[src/rtl/ex_hazard_ctrl_pkg.sv]
`default_nettype none
// ============================================================================
// Module   : ex_ctrl_pkg
// Brief    : Shared EX-stage encodings: FSM states, ALUOp and funct codes.
// Revision : 1.0 - initial release
// ============================================================================
package ex_ctrl_pkg;

    typedef enum logic [1:0] {
        ST_IDLE       = 2'd0,
        ST_MUL_WAIT   = 2'd1,
        ST_LOAD_STALL = 2'd2,
        ST_BR_FLUSH   = 2'd3
    } state_e;

    localparam logic [1:0] C_ALUOP_MEM   = 2'b00;  // LW / SW / ADDI
    localparam logic [1:0] C_ALUOP_BEQ   = 2'b01;
    localparam logic [1:0] C_ALUOP_RTYPE = 2'b10;

    localparam logic [5:0] C_FUNCT_ADD = 6'd0;
    localparam logic [5:0] C_FUNCT_SUB = 6'd1;
    localparam logic [5:0] C_FUNCT_MUL = 6'd2;

    localparam int C_MUL_CNT_W = 4;

endpackage
`default_nettype wire

[src/rtl/ex_hazard_ctrl_if.sv]
`default_nettype none
// ============================================================================
// Module   : ex_hazard_ctrl_if
// Brief    : Pipeline <-> hazard controller signal bundle.
// Revision : 1.0 - initial release
// ============================================================================
interface ex_hazard_ctrl_if #(
    parameter int CNT_W = 16
);
    logic             id_valid;
    logic [4:0]       id_rs_addr;
    logic [4:0]       id_rt_addr;
    logic             id_uses_rt;
    logic             ex_valid;
    logic             ex_mem_read;
    logic [4:0]       ex_rt_addr;
    logic             ex_is_mul;
    logic             ex_branch;
    logic             ex_zero;

    logic             stall_flag_if;
    logic             stall_flag_id;
    logic             stall_flag_ex;
    logic             ex_bubble;
    logic             flush_id;
    logic             mul_done;
    logic [1:0]       state_out;
    logic [CNT_W-1:0] stall_cycles;

    modport master (
        output id_valid, id_rs_addr, id_rt_addr, id_uses_rt,
        output ex_valid, ex_mem_read, ex_rt_addr, ex_is_mul, ex_branch, ex_zero,
        input  stall_flag_if, stall_flag_id, stall_flag_ex, ex_bubble,
        input  flush_id, mul_done, state_out, stall_cycles
    );

    modport slave (
        input  id_valid, id_rs_addr, id_rt_addr, id_uses_rt,
        input  ex_valid, ex_mem_read, ex_rt_addr, ex_is_mul, ex_branch, ex_zero,
        output stall_flag_if, stall_flag_id, stall_flag_ex, ex_bubble,
        output flush_id, mul_done, state_out, stall_cycles
    );

endinterface
`default_nettype wire

[src/rtl/ex_hazard_ctrl_hazard_detect.sv]
`default_nettype none
// ============================================================================
// Module   : hazard_detect
// Brief    : Combinational raw event detection (taken branch, MUL, load-use).
// Revision : 1.0 - initial release
// ============================================================================
module hazard_detect (
    input  wire logic       i_id_valid,
    input  wire logic [4:0] i_id_rs_addr,
    input  wire logic [4:0] i_id_rt_addr,
    input  wire logic       i_id_uses_rt,
    input  wire logic       i_ex_valid,
    input  wire logic       i_ex_mem_read,
    input  wire logic [4:0] i_ex_rt_addr,
    input  wire logic       i_ex_is_mul,
    input  wire logic       i_ex_branch,
    input  wire logic       i_ex_zero,
    output logic            o_taken,
    output logic            o_mul,
    output logic            o_lduse
);

    logic w_rs_match;
    logic w_rt_match;

    always_comb begin
        w_rs_match = (i_id_rs_addr == i_ex_rt_addr);
        w_rt_match = i_id_uses_rt && (i_id_rt_addr == i_ex_rt_addr);
        o_taken    = i_ex_branch && i_ex_zero;
        o_mul      = i_ex_valid && i_ex_is_mul;
        // Writes to $zero are discarded, so they can never create a hazard
        o_lduse    = i_ex_valid && i_ex_mem_read && i_id_valid &&
                     (i_ex_rt_addr != 5'd0) && (w_rs_match || w_rt_match);
    end

endmodule
`default_nettype wire

[src/rtl/ex_hazard_ctrl.sv]
`default_nettype none
// ============================================================================
// Module   : ex_hazard_ctrl
// Brief    : EX-stage stall/flush FSM with multi-cycle MUL and stall counter.
// Revision : 1.0 - initial release
// ============================================================================
module ex_hazard_ctrl
    import ex_ctrl_pkg::*;
#(
    parameter int MUL_CYCLES = 4,
    parameter int CNT_W      = 16
) (
    input  wire logic        clk,
    input  wire logic        reset,
    ex_hazard_ctrl_if.slave  bus
);

    localparam logic [C_MUL_CNT_W-1:0] C_CNT_LOAD = C_MUL_CNT_W'(MUL_CYCLES - 2);

    logic w_taken;
    logic w_mul;
    logic w_lduse;

    state_e                 state_q,        state_d;
    logic [C_MUL_CNT_W-1:0] cnt_q,          cnt_d;
    logic                   stall_if_q,     stall_if_d;
    logic                   stall_ex_q,     stall_ex_d;
    logic                   bubble_q,       bubble_d;
    logic                   flush_q,        flush_d;
    logic                   mul_done_q,     mul_done_d;
    logic [CNT_W-1:0]       stall_cycles_q, stall_cycles_d;

    hazard_detect u_hazard_detect (
        .i_id_valid    (bus.id_valid),
        .i_id_rs_addr  (bus.id_rs_addr),
        .i_id_rt_addr  (bus.id_rt_addr),
        .i_id_uses_rt  (bus.id_uses_rt),
        .i_ex_valid    (bus.ex_valid),
        .i_ex_mem_read (bus.ex_mem_read),
        .i_ex_rt_addr  (bus.ex_rt_addr),
        .i_ex_is_mul   (bus.ex_is_mul),
        .i_ex_branch   (bus.ex_branch),
        .i_ex_zero     (bus.ex_zero),
        .o_taken       (w_taken),
        .o_mul         (w_mul),
        .o_lduse       (w_lduse)
    );

    always_comb begin
        state_d    = state_q;
        cnt_d      = cnt_q;
        mul_done_d = 1'b0;
        unique case (state_q)
            ST_IDLE: begin
                if (w_taken) begin
                    state_d = ST_BR_FLUSH;
                end else if (w_mul) begin
                    state_d = ST_MUL_WAIT;
                    cnt_d   = C_CNT_LOAD;
                end else if (w_lduse) begin
                    state_d = ST_LOAD_STALL;
                end
            end
            ST_MUL_WAIT: begin
                if (cnt_q == '0) begin
                    state_d    = ST_IDLE;
                    mul_done_d = 1'b1;
                end else begin
                    cnt_d = cnt_q - 1'b1;
                end
            end
            ST_LOAD_STALL: state_d = ST_IDLE;
            ST_BR_FLUSH:   state_d = ST_IDLE;
            default:       state_d = ST_IDLE;
        endcase

        // Outputs are decoded from the next state so they register alongside it
        stall_if_d = (state_d == ST_MUL_WAIT) || (state_d == ST_LOAD_STALL);
        stall_ex_d = (state_d == ST_MUL_WAIT);
        bubble_d   = (state_d == ST_LOAD_STALL);
        flush_d    = (state_d == ST_BR_FLUSH);

        stall_cycles_d = stall_cycles_q;
        if (stall_if_q && (stall_cycles_q != {CNT_W{1'b1}})) begin
            stall_cycles_d = stall_cycles_q + 1'b1;
        end
    end

    always_ff @(posedge clk or negedge reset) begin
        if (!reset) begin
            state_q        <= ST_IDLE;
            cnt_q          <= '0;
            stall_if_q     <= 1'b0;
            stall_ex_q     <= 1'b0;
            bubble_q       <= 1'b0;
            flush_q        <= 1'b0;
            mul_done_q     <= 1'b0;
            stall_cycles_q <= '0;
        end else begin
            state_q        <= state_d;
            cnt_q          <= cnt_d;
            stall_if_q     <= stall_if_d;
            stall_ex_q     <= stall_ex_d;
            bubble_q       <= bubble_d;
            flush_q        <= flush_d;
            mul_done_q     <= mul_done_d;
            stall_cycles_q <= stall_cycles_d;
        end
    end

    assign bus.stall_flag_if = stall_if_q;
    assign bus.stall_flag_id = stall_if_q;
    assign bus.stall_flag_ex = stall_ex_q;
    assign bus.ex_bubble     = bubble_q;
    assign bus.flush_id      = flush_q;
    assign bus.mul_done      = mul_done_q;
    assign bus.state_out     = state_q;
    assign bus.stall_cycles  = stall_cycles_q;

endmodule
`default_nettype wire

[src/flat_wrapper.sv]
// flat-port wrapper written by rule: the top's interface ports become plain ports
module ex_hazard_ctrl_flat import ex_ctrl_pkg::*;
#(
    parameter int MUL_CYCLES = 4,
    parameter int CNT_W      = 16
)
  (clk, reset, bus_id_valid, bus_id_rs_addr, bus_id_rt_addr, bus_id_uses_rt, bus_ex_valid, bus_ex_mem_read, bus_ex_rt_addr, bus_ex_is_mul, bus_ex_branch, bus_ex_zero, bus_stall_flag_if, bus_stall_flag_id, bus_stall_flag_ex, bus_ex_bubble, bus_flush_id, bus_mul_done, bus_state_out, bus_stall_cycles);
  ex_hazard_ctrl_if #(.CNT_W(CNT_W)) bus_i ();
  input  wire logic clk;
  input  wire logic reset;
  input wire logic [$bits(bus_i.id_valid)-1:0] bus_id_valid;
  input wire logic [$bits(bus_i.id_rs_addr)-1:0] bus_id_rs_addr;
  input wire logic [$bits(bus_i.id_rt_addr)-1:0] bus_id_rt_addr;
  input wire logic [$bits(bus_i.id_uses_rt)-1:0] bus_id_uses_rt;
  input wire logic [$bits(bus_i.ex_valid)-1:0] bus_ex_valid;
  input wire logic [$bits(bus_i.ex_mem_read)-1:0] bus_ex_mem_read;
  input wire logic [$bits(bus_i.ex_rt_addr)-1:0] bus_ex_rt_addr;
  input wire logic [$bits(bus_i.ex_is_mul)-1:0] bus_ex_is_mul;
  input wire logic [$bits(bus_i.ex_branch)-1:0] bus_ex_branch;
  input wire logic [$bits(bus_i.ex_zero)-1:0] bus_ex_zero;
  output wire logic [$bits(bus_i.stall_flag_if)-1:0] bus_stall_flag_if;
  output wire logic [$bits(bus_i.stall_flag_id)-1:0] bus_stall_flag_id;
  output wire logic [$bits(bus_i.stall_flag_ex)-1:0] bus_stall_flag_ex;
  output wire logic [$bits(bus_i.ex_bubble)-1:0] bus_ex_bubble;
  output wire logic [$bits(bus_i.flush_id)-1:0] bus_flush_id;
  output wire logic [$bits(bus_i.mul_done)-1:0] bus_mul_done;
  output wire logic [$bits(bus_i.state_out)-1:0] bus_state_out;
  output wire logic [$bits(bus_i.stall_cycles)-1:0] bus_stall_cycles;
  assign bus_i.id_valid = bus_id_valid;
  assign bus_i.id_rs_addr = bus_id_rs_addr;
  assign bus_i.id_rt_addr = bus_id_rt_addr;
  assign bus_i.id_uses_rt = bus_id_uses_rt;
  assign bus_i.ex_valid = bus_ex_valid;
  assign bus_i.ex_mem_read = bus_ex_mem_read;
  assign bus_i.ex_rt_addr = bus_ex_rt_addr;
  assign bus_i.ex_is_mul = bus_ex_is_mul;
  assign bus_i.ex_branch = bus_ex_branch;
  assign bus_i.ex_zero = bus_ex_zero;
  assign bus_stall_flag_if = bus_i.stall_flag_if;
  assign bus_stall_flag_id = bus_i.stall_flag_id;
  assign bus_stall_flag_ex = bus_i.stall_flag_ex;
  assign bus_ex_bubble = bus_i.ex_bubble;
  assign bus_flush_id = bus_i.flush_id;
  assign bus_mul_done = bus_i.mul_done;
  assign bus_state_out = bus_i.state_out;
  assign bus_stall_cycles = bus_i.stall_cycles;
  ex_hazard_ctrl #(.MUL_CYCLES(MUL_CYCLES), .CNT_W(CNT_W)) u_core (.clk(clk), .reset(reset), .bus(bus_i));
endmodule
[config.mk]
export PLATFORM = sky130hd
export DESIGN_NAME = ex_hazard_ctrl_flat
export DESIGN_NICKNAME = d
export VERILOG_FILES = /design/src/rtl/ex_hazard_ctrl_pkg.sv /design/src/rtl/ex_hazard_ctrl_if.sv /design/src/rtl/ex_hazard_ctrl_hazard_detect.sv /design/src/rtl/ex_hazard_ctrl.sv /design/src/flat_wrapper.sv
export SDC_FILE = /design/constraint.sdc
export NUM_CORES = 1
export LEC_CHECK = 0
export BUFFER_PORTS_ARGS = -buffer_cell sky130_fd_sc_hd__buf_2
export CELL_PAD_IN_SITES_DETAIL_PLACEMENT = 1
export CELL_PAD_IN_SITES_GLOBAL_PLACEMENT = 1
export CORE_MARGIN = 3
export CORE_UTILIZATION = 40
export DETAILED_ROUTE_END_ITERATION = 12
export PLACE_DENSITY_LB_ADDON = 0.15
export SYNTH_ARGS = -nofsm -noshare
export SYNTH_HDL_FRONTEND = slang
export SYNTH_SLANG_ARGS = --single-unit
[constraint.sdc]
create_clock -name clk -period 2.74 [get_ports clk]
set_input_delay 0.548 -clock clk [delete_from_list [all_inputs] [get_ports clk]]
set_output_delay 0.548 -clock clk [all_outputs]
set_load 0.01 [all_outputs]
==> qor.yml <==
status:
  status: "finished clean"
die:
  die_h_um: 66.2
  initial_core_util_pct: 42.4
  num_rows: 21
  dieArea_um2: 4380
  coreArea_um2: 3420
  pin_count: 48
  die_x_um: 66.2
sta:
  fin_skew_ps: 5.87
  hold_viol_final: 0
  fin_crit_ps: 2040
  tns_ps: 0
  fin_crit_sh_pct: 74.4
  slew_headroom_pct: 49.6
  setup_viol: 0
  fmax_mhz: 491
  rsz0062_at_grt: "no"
  setup_ws_ps: 702
  slew_viol_final: 0
  worst_pin_slew_ps: 751
finish:
  multi_input_area_um2: 747
  nFillCells: 412
  antenna_cells: 0
  layout_common_cells: "buf_2 (47), dfrtp_1 (27), xnor2_1 (12)"
  register_area_um2: 676
  mostFrequentLayoutCell: "buf_2"
  drive_gt1_share_pct: 30.2
  syn2layout_area_growth_pct: 21.5
  final_nets: 220
placed_design:
  dp_hpwl_um: 2720
  gp_congestion: 0.811
  pre_cts_slack_ps: 736
  portBuffers: 47
synthesis:
  yosys.area.top_type: "dfrtp_1"
  ys_ff_latch: 27
  synthAdderAreaFrac_pct: 5.18
  syn_area_um2: 1450
  synth.area.mux_share_pct: 0.777
  synth_edf_count: 0
  synth_xor_area_share_pct: 11.5
  synthCells: 139
  synthTopCellsByArea: "dfrtp_1 (47%), xnor2_1 (7.3%), ha_1 (5.2%), xor2_1 (4.2%), nand2_1 (2.8%)"
  synth_compound_area_share_pct: 8.98
  synth_top_family_by_area: "simple AND/OR/NAND/NOR gates"
  synth_top_cell_area_share_pct: 46.6
  synth_ff_type: "dfrtp_1"
  synth_seq_area_share_pct: 46.6
  syn_nets: 169
  avgSynthCellArea_um2: 10.4
  yosysWarnings: 0
  ys_types: 36
  synthArstFlopShare_pct: 100
  synth-simple-area-share_pct: 25.1
critical_path:
  slowest_stage: "a2bb2oi_1"
  worst_r2r_startpoint: "u_core.cnt_q[0]$_DFFE_PN0P_"
  crit_chain: "inv_1 > ha_1 > nor3b_1 > a2bb2oi_1 > nand2b_1 > ha_1 > inv_1"
  ff2ff_path_depth: 7
  path_class: "flip-flop to flip-flop"
  worstPathArrival_ps: 2280
  startpoint_type: "flip-flop"
  cp.required_ps: 2980
  r2r_end: "u_core.bus.stall_flag_id$_DFF_PN0_"
  slowest_delay_ps: 460
  crit_fanout: 6
  cp-end-kind: "flip-flop"
  r2r_slack_ps: 700
clocking:
  numCtsBuffers: 3
  cts_num_sinks: 27
  cts-root-buf: "clkbuf_4"
  cts_buffer_depth: 2
  clk_pin_slew_ps: 140
  cts_resized: 0
  htreeDepth: 1
  post_cts_buffers: 0
  cts_tree: "built"
  clk_latency_ps: 330
  cts-hold-fix-buffers: 0
routing:
  drc: 0
  avgRoutedWirePerCell_um: 14.2
  viasPerCell: 5.23
  routed_wl_um: 3330
  first_pass_iters: 4
  drtIter0Drc: 44
  vias: 1229
  ant_nets: 0
job:
  maxCapViolCount: 0
pwr:
  p_leak_nw: 0.878
  ir_drop_uv: 308
  powerDensity_nw_per_um2: 788
worst_hold_path:
  holdCritPathClass: "primary input to asynchronous set/reset pin"
global_routing:
  grt_max_degree: 28
  antenna_found_initial: 0
  grt_pass1_wl_um: 5720
  grt_pass1_vias: 1295
  grt_overflow_total: 0
  grt_use_total_pct: 16.8
==> worst max-delay path by stage <==
stage                                                 startpoint                                      to
after floorplan           u_core.bus.stall_cycles[0]$_DFFE_PN0P_  u_core.bus.stall_cycles[1]$_DFFE_PN0P_
after detailed placement             u_core.cnt_q[0]$_DFFE_PN0P_      u_core.bus.stall_flag_id$_DFF_PN0_
final                                u_core.cnt_q[0]$_DFFE_PN0P_      u_core.bus.stall_flag_id$_DFF_PN0_
after global placement                         bus_ex_rt_addr[1]           u_core.bus.flush_id$_DFF_PN0_
after global routing                 u_core.cnt_q[0]$_DFFE_PN0P_      u_core.bus.stall_flag_id$_DFF_PN0_
after CTS                            u_core.cnt_q[0]$_DFFE_PN0P_      u_core.bus.stall_flag_id$_DFF_PN0_
==> critical path: cells and delay by family (launching register included) <==
family / cells / cell delay [ps]
compound gates: 1 / 460
fa+ha+maj: 2 / 480
buf+inv: 2 / 150
flops: 1 / 410
simple gates: 2 / 450
==> state kept, by name (all words and copies together), names as in the netlist <==
register,count
u_core.cnt_q,4
u_core.bus.stall_flag_ex,1
u_core.bus.stall_cycles,16
u_core.bus.mul_done,1
u_core.bus.stall_flag_id,1
u_core.bus.flush_id,1
u_core.bus.state_out,2
u_core.bus.ex_bubble,1
==> stage by stage <==
| stage | hold slack, ps | utilization, % | cells | total power, mW | instance area (um2) |
|---|---|---|---|---|---|
| detailed placement | 511 | 50.8 | 231 | 1.24 | 1730 |
| CTS | 211 | 51.5 | 235 | 1.42 | 1760 |
| global route | 244 | 51.5 | 235 | 1.52 | 1760 |
| global placement | 478 | 50.8 | 231 | 1.19 | 1730 |
| finish | 203 | 51.5 | 235 | 1.39 | 1760 |
| floorplan | 252 | - | 139 | 1.01 | 1450 |
==> metal layers <==
metal  vias up  global-route usage (%)  part of all wire (%)
li1        600                       -                     -
met1       591                    19.3                    42
met2        33                    31.4                    52
met3         5                    2.04                   4.1
met4         0                    6.09                   1.3
met5         -                       0                     0
==> logic make-up after synthesis <==
logic type	Yosys count
muxes	1
buffers and inverters	6
AOI/OAI and AO/OA	19
DFF	27
adders and majority gates	6
xor gates and xnor gates	19
and+or+nand+nor	61
==> cell type report <==
type	instances	area share, %
sequential	27	38.4
timing repair buffer	47	13.4
tap	46	3.27
multi-input combinational	106	42.4
clock buffer	4	1.49
inverter	5	1.07
==> cell usage after synthesis, types with 2 or more instances <==
master	number
nand2_1	11
o31ai_1	2
inv_1	5
o31a_1	2
nor4b_1	3
nor2_1	11
xnor2_1	12
nor3_1	4
nor3b_1	3
a21oi_1	4
dfrtp_1	27
nand4_1	5
ha_1	6
nor4_1	5
o21ai_0	3
nand3_1	7
a2bb2oi_1	2
nand2b_1	3
xor2_1	7
==> where the power goes <==
part | internal, mW | switching [mW] | total (mW)
clock network | 0.0571 | 0.118 | 0.175
registers | 0.512 | 0.139 | 0.651
logic | 0.244 | 0.317 | 0.561
No activity file was read; power rests on OpenSTA's default activity.
